<file path="src/rtl/perm_rf_pkg.sv">
// Shared types for the permutation register file: command opcodes and engine states.
package perm_rf_pkg;

  localparam int unsigned OpW = 2;

  typedef enum logic [OpW-1:0] {
    OpSwap    = 2'd0,
    OpReverse = 2'd1,
    OpRotl    = 2'd2,
    OpWrite   = 2'd3
  } op_e;

  typedef enum logic [1:0] {
    StIdle,
    StRunRev,
    StRunRot
  } state_e;

endpackage

</file>
<file path="src/rtl/perm_rf_engine_if.sv">
// Command, completion and read-port bundle for perm_rf_engine.
interface perm_rf_engine_if
  import perm_rf_pkg::*;
#(
  parameter int unsigned DEPTH = 8,
  parameter int unsigned WIDTH = 4
);
  localparam int unsigned AW = $clog2(DEPTH);

  logic                         cmd_valid;
  logic                         cmd_ready;
  op_e                          cmd_op;
  logic [AW-1:0]                cmd_a;
  logic [AW-1:0]                cmd_b;
  logic [WIDTH-1:0]             cmd_wdata;
  logic                         done;
  logic                         err;
  logic [AW-1:0]                rd_addr0;
  logic [AW-1:0]                rd_addr1;
  logic [WIDTH-1:0]             rd_data0;
  logic [WIDTH-1:0]             rd_data1;
  logic [DEPTH-1:0][WIDTH-1:0]  r;

  modport master (
    output cmd_valid, cmd_op, cmd_a, cmd_b, cmd_wdata, rd_addr0, rd_addr1,
    input  cmd_ready, done, err, rd_data0, rd_data1, r
  );

  modport slave (
    input  cmd_valid, cmd_op, cmd_a, cmd_b, cmd_wdata, rd_addr0, rd_addr1,
    output cmd_ready, done, err, rd_data0, rd_data1, r
  );

endinterface

</file>
<file path="src/rtl/perm_rf_engine.sv">
// Permutation register file: identity on init, single-cycle swap/write, and
// multi-cycle range reverse / rotate-left built from pairwise swaps.
module perm_rf_engine
  import perm_rf_pkg::*;
#(
  parameter int unsigned DEPTH = 8,
  parameter int unsigned WIDTH = 4
) (
  input logic             clk,
  input logic             init,
  perm_rf_engine_if.slave bus
);
  localparam int unsigned AW = $clog2(DEPTH);

  state_e                      state_q;
  logic [DEPTH-1:0][WIDTH-1:0] r_q;
  logic [AW-1:0]               lo_q, hi_q;
  logic                        done_q, err_q;

  logic [AW-1:0] cmd_lo, cmd_hi, lo_nx, hi_nx;
  logic          cmd_bad;

  always_comb begin
    cmd_lo  = (bus.cmd_a < bus.cmd_b) ? bus.cmd_a : bus.cmd_b;
    cmd_hi  = (bus.cmd_a < bus.cmd_b) ? bus.cmd_b : bus.cmd_a;
    cmd_bad = (32'(bus.cmd_a) >= DEPTH) ||
              ((bus.cmd_op != OpWrite) && (32'(bus.cmd_b) >= DEPTH));
    // No wrap: in the run states lo_q < hi_q <= DEPTH-1.
    lo_nx   = lo_q + AW'(1);
    hi_nx   = hi_q - AW'(1);
  end

  always_ff @(posedge clk) begin
    if (init) begin
      for (int unsigned i = 0; i < DEPTH; i++) r_q[i] <= WIDTH'(i);
      state_q <= StIdle;
      done_q  <= 1'b0;
      err_q   <= 1'b0;
      lo_q    <= '0;
      hi_q    <= '0;
    end else begin
      done_q <= 1'b0;
      err_q  <= 1'b0;
      unique case (state_q)
        StIdle: begin
          if (bus.cmd_valid) begin
            if (cmd_bad) begin
              done_q <= 1'b1;
              err_q  <= 1'b1;
            end else begin
              unique case (bus.cmd_op)
                OpSwap: begin
                  // a == b must not issue two writes to one entry.
                  if (bus.cmd_a != bus.cmd_b) begin
                    r_q[bus.cmd_a] <= r_q[bus.cmd_b];
                    r_q[bus.cmd_b] <= r_q[bus.cmd_a];
                  end
                  done_q <= 1'b1;
                end
                OpWrite: begin
                  r_q[bus.cmd_a] <= bus.cmd_wdata;
                  done_q         <= 1'b1;
                end
                OpReverse, OpRotl: begin
                  if (cmd_lo == cmd_hi) begin
                    done_q <= 1'b1;
                  end else begin
                    lo_q    <= cmd_lo;
                    hi_q    <= cmd_hi;
                    state_q <= (bus.cmd_op == OpReverse) ? StRunRev : StRunRot;
                  end
                end
                default: done_q <= 1'b1;
              endcase
            end
          end
        end
        StRunRev: begin
          r_q[lo_q] <= r_q[hi_q];
          r_q[hi_q] <= r_q[lo_q];
          lo_q      <= lo_nx;
          hi_q      <= hi_nx;
          if (lo_nx >= hi_nx) begin
            state_q <= StIdle;
            done_q  <= 1'b1;
          end
        end
        StRunRot: begin
          // Bubble the low entry up one slot per cycle; lo_q is the moving pointer.
          r_q[lo_q]  <= r_q[lo_nx];
          r_q[lo_nx] <= r_q[lo_q];
          lo_q       <= lo_nx;
          if (lo_q == hi_nx) begin
            state_q <= StIdle;
            done_q  <= 1'b1;
          end
        end
        default: state_q <= StIdle;
      endcase
    end
  end

  assign bus.cmd_ready = (state_q == StIdle);
  assign bus.done      = done_q;
  assign bus.err       = err_q;
  assign bus.r         = r_q;

  logic [AW-1:0]    rd_addr [2];
  logic [WIDTH-1:0] rd_data [2];

  assign rd_addr[0] = bus.rd_addr0;
  assign rd_addr[1] = bus.rd_addr1;

  for (genvar g = 0; g < 2; g++) begin : g_rd
    assign rd_data[g] = (32'(rd_addr[g]) < DEPTH) ? r_q[rd_addr[g]] : '0;
  end

  assign bus.rd_data0 = rd_data[0];
  assign bus.rd_data1 = rd_data[1];

endmodule

</file>
<file path="src/flat_wrapper.sv">
// flat-port wrapper written by rule: the top's interface ports become plain ports
module perm_rf_engine_flat import perm_rf_pkg::*;
#(
  parameter int unsigned DEPTH = 8,
  parameter int unsigned WIDTH = 4
)
  (clk, init, bus_cmd_valid, bus_cmd_op, bus_cmd_a, bus_cmd_b, bus_cmd_wdata, bus_rd_addr0, bus_rd_addr1, bus_cmd_ready, bus_done, bus_err, bus_rd_data0, bus_rd_data1, bus_r);
  perm_rf_engine_if #(.DEPTH(DEPTH), .WIDTH(WIDTH)) bus_i ();
  input logic clk;
  input logic init;
  input wire logic [$bits(bus_i.cmd_valid)-1:0] bus_cmd_valid;
  input wire logic [$bits(bus_i.cmd_op)-1:0] bus_cmd_op;
  input wire logic [$bits(bus_i.cmd_a)-1:0] bus_cmd_a;
  input wire logic [$bits(bus_i.cmd_b)-1:0] bus_cmd_b;
  input wire logic [$bits(bus_i.cmd_wdata)-1:0] bus_cmd_wdata;
  input wire logic [$bits(bus_i.rd_addr0)-1:0] bus_rd_addr0;
  input wire logic [$bits(bus_i.rd_addr1)-1:0] bus_rd_addr1;
  output wire logic [$bits(bus_i.cmd_ready)-1:0] bus_cmd_ready;
  output wire logic [$bits(bus_i.done)-1:0] bus_done;
  output wire logic [$bits(bus_i.err)-1:0] bus_err;
  output wire logic [$bits(bus_i.rd_data0)-1:0] bus_rd_data0;
  output wire logic [$bits(bus_i.rd_data1)-1:0] bus_rd_data1;
  output wire logic [$bits(bus_i.r)-1:0] bus_r;
  assign bus_i.cmd_valid = bus_cmd_valid;
  assign bus_i.cmd_op = bus_cmd_op;
  assign bus_i.cmd_a = bus_cmd_a;
  assign bus_i.cmd_b = bus_cmd_b;
  assign bus_i.cmd_wdata = bus_cmd_wdata;
  assign bus_i.rd_addr0 = bus_rd_addr0;
  assign bus_i.rd_addr1 = bus_rd_addr1;
  assign bus_cmd_ready = bus_i.cmd_ready;
  assign bus_done = bus_i.done;
  assign bus_err = bus_i.err;
  assign bus_rd_data0 = bus_i.rd_data0;
  assign bus_rd_data1 = bus_i.rd_data1;
  assign bus_r = bus_i.r;
  perm_rf_engine #(.DEPTH(DEPTH), .WIDTH(WIDTH)) u_core (.clk(clk), .init(init), .bus(bus_i));
endmodule
</file>
<file path="config.mk">
export PLATFORM = sky130hd
export DESIGN_NAME = perm_rf_engine_flat
export DESIGN_NICKNAME = d
export VERILOG_FILES = /design/src/rtl/perm_rf_pkg.sv /design/src/rtl/perm_rf_engine_if.sv /design/src/rtl/perm_rf_engine.sv /design/src/flat_wrapper.sv
export SDC_FILE = /design/constraint.sdc
export NUM_CORES = 1
export LEC_CHECK = 0
export ABC_AREA = 1
export BUFFER_PORTS_ARGS = -buffer_cell sky130_fd_sc_hd__buf_4
export CORE_ASPECT_RATIO = 0.8
export CORE_MARGIN = 5
export CORE_UTILIZATION = 40
export CTS_CLUSTER_DIAMETER = 200
export DETAILED_ROUTE_END_ITERATION = 10
export GPL_ROUTABILITY_DRIVEN = 0
export PLACE_DENSITY = 0.57
export SYNTH_ARGS = -nofsm -noshare
export SYNTH_HDL_FRONTEND = slang
export SYNTH_SLANG_ARGS = --single-unit
</file>
<file path="constraint.sdc">
create_clock -name clk -period 3.6 [get_ports clk]
set_input_delay 0.72 -clock clk [delete_from_list [all_inputs] [get_ports clk]]
set_output_delay 0.72 -clock clk [all_outputs]
set_load 0.05 [all_outputs]
</file>
==> impl_metrics.toml <==
[route]
wl_per_cell_um = 19.7
vias = 10457
drtPass1Iterations = 7
drt_iter0_markers = 1559
drc = 0
antenna_left = 0
via_per_inst = 5.74
route.final.wire_length_um = 35900

[sta]
slew_headroom = 0.468
worst_pin_slew_ns = 0.796
fmax_mhz = 357
clock_skew_ns = 0.00904
setup_viol = 0
fin_crit_sh = 0.779
setup_slack_ns = 0.795
fin_setup_tns_ns = 0
fin_crit_ns = 2.80
finalHoldViolCount = 0
rsz0062_at_grt = "false"
finalMaxSlewViolations = 0

[synth]
synth.cell_area_um2 = 7820
yosysWarnings = 0
ys_seq_elements = 41
yosysTopAreaCellShare = 0.341
netlist-cell-type-count = 38
syn_avg_cell_area_um2 = 5.02
synth_cells = 1556
synth-edff-count = 0
synth-compound-area-share = 0.188
muxShareOfSynthArea = 0
synth_commonest_cells = "711 x nand2_1, 173 x inv_1, 161 x nand3_1, 115 x o21ai_0, 105 x a21oi_1"
synth-simple-area-share = 0.527
synth.top_cells.by_area = "nand2_1 34%, dfxtp_1 10%, nand3_1 10%"
synth-adder-area-share = 0.0240
yosysSeqAreaShare = 0.105
synth_top_family_by_area = "simple AND/OR/NAND/NOR gates"
synth_top_area_cell = "nand2_1"
syn-num-nets = 1592
synth_most_common_cell = "nand2_1"
synth_async_sr_flop_share = 0
synth_xor_area_frac = 0.00112
ys.flop_type = "dfxtp_1"

[global_route]
grt_pass1_vias = 8972
grt-ovfl-total = 0
track_usage = 0.306
grt_pass1_wl_um = 53700
antenna_found_initial = 1
grt_max_degree = 41

[critical_path]
worst_setup_path_end_kind = "output pin"
worstPathMaxFanout = 7
worstPathArrival_ns = 2.08
start_kind = "flip-flop"
critPathKind = "flip-flop to output pin"
r2r_setup_slack_ns = 0.82
cp.required_ns = 2.88

[clocking]
clk_pin_slew_worst_paths_ns = 0.07
max-clock-path-buffers = 2
worstSkewPairLatency_ns = 0.32
cts_hold_buf = 0
clockRootBuffer = "clkbuf_16"
numCtsBuffers = 5
htree_levels = 2
clkSinkCount = 41
cts_resized = 0
cts_tree = "done"
cts_setup_buffers = 0

[layout]
fill_cells = 2174
area_delta_synth_final_pct = 8.69
multi_input_area_um2 = 5790
n_antenna_cell = 0
final-seq-area_um2 = 822
drive_gt1_frac = 0.118
nNetsFinal = 1600

[die]
num_io_pins = 64
dieHeight_um = 135
core_area_um2 = 19100
num_rows = 45
initial_core_util = 0.410
die_area_um2 = 22500
fp.dieW_um = 166

[min_path]
hold_path.class = "flip-flop to flip-flop"

[pwr]
peakVddDrop_uv = 326
finalPower_mw = 4.63
power_leakage_nw = 4.41
p_per_area_nw_per_um2 = 545

[place]
place_ws_ns = 0.757
hpwl_um = 25700
port_buffers = 62

[run]
maxCapViolCount = 0

[status]
outcome = "completed"
-- worst max-delay path, stage by stage (launching register included) --
cell and delay, ns:
dfxtp_1 0.66, inv_1 0.34, o21ai_0 0.25, a221oi_1 0.12, a31oi_1 0.17, buf_4 0.23
-- layout make-up --
class                   count  area share
well taps                 258      0.0380
clock inverters             3     0.00545
repair buffers             83      0.0733
inverters                 201      0.0900
multi-input cells        1232       0.682
clock buffers               5      0.0147
flip-flops and latches     41      0.0967
-- stage by stage --
stage	hold slack [ns]	instances	utilization	cell area, µm²
6_report	0.562	1823	0.445	8500
5_1_grt	0.600	1823	0.445	8500
4_1_cts	0.569	1823	0.445	8500
3_5_place_dp	0.558	1815	0.436	8330
3_3_place_gp	0.542	1815	0.436	8330
2_1_floorplan	0.490	1556	-	7820
-- layer usage --
| metal | part of all wire | up-vias | global-route usage |
|---|---|---|---|
| met5 | 0.00058 | - | 0 |
| met4 | 0.047 | 4 | 0.136 |
| met3 | 0.14 | 127 | 0.0673 |
| met2 | 0.41 | 711 | 0.460 |
| met1 | 0.40 | 4656 | 0.420 |
| li1 | - | 4959 | - |
-- worst paths after layout --
| kind | start | cells past startpoint | to |
|---|---|---|---|
| worst max register to register | u_core.lo_q[0] | 13 | flip-flop |
| worst min-delay path | u_core.state_q[1] | 2 | u_core.state_q[1] |
| worst max-delay path | flip-flop | 5 | bus_rd_data0[3] |
| worst min register to register | u_core.state_q[1] | 2 | u_core.state_q[1] |
-- cells in the final DEF, fill, tap and decap left out, drive strengths merged --
cell type	count
nand2	727
inv	201
nand3	164
o21ai	118
a21oi	107
buf	83
dfxtp	41
nor3	22
nor2	22
ha	15
a31oi	15
nand4	14
a221oi	12
nand3b	6
clkbuf	5
o211ai	4
a211oi	2
or2	1
xor2	1
o22ai	1
conb	1
clkinvlp	1
bufinv	1
clkinv	1
-- logic make-up (layout without fill, tap and decap cells) --
logic type	Yosys count	in the layout
AND/OR/NAND/NOR	956	956
buffers and inverters	283	292
AO/OA/AOI/OAI	259	259
flip-flops	41	41
adder cells (fa/ha/maj)	15	15
other	1	1
XOR/XNOR	1	1
-- where the power goes --
part | switching (mW) | total, mW | internal, mW
clock | 0.238 | 0.567 | 0.330
sequential | 0.270 | 0.802 | 0.532
combinational | 2.35 | 3.26 | 0.913
No activity file was read; power rests on OpenSTA's default activity.
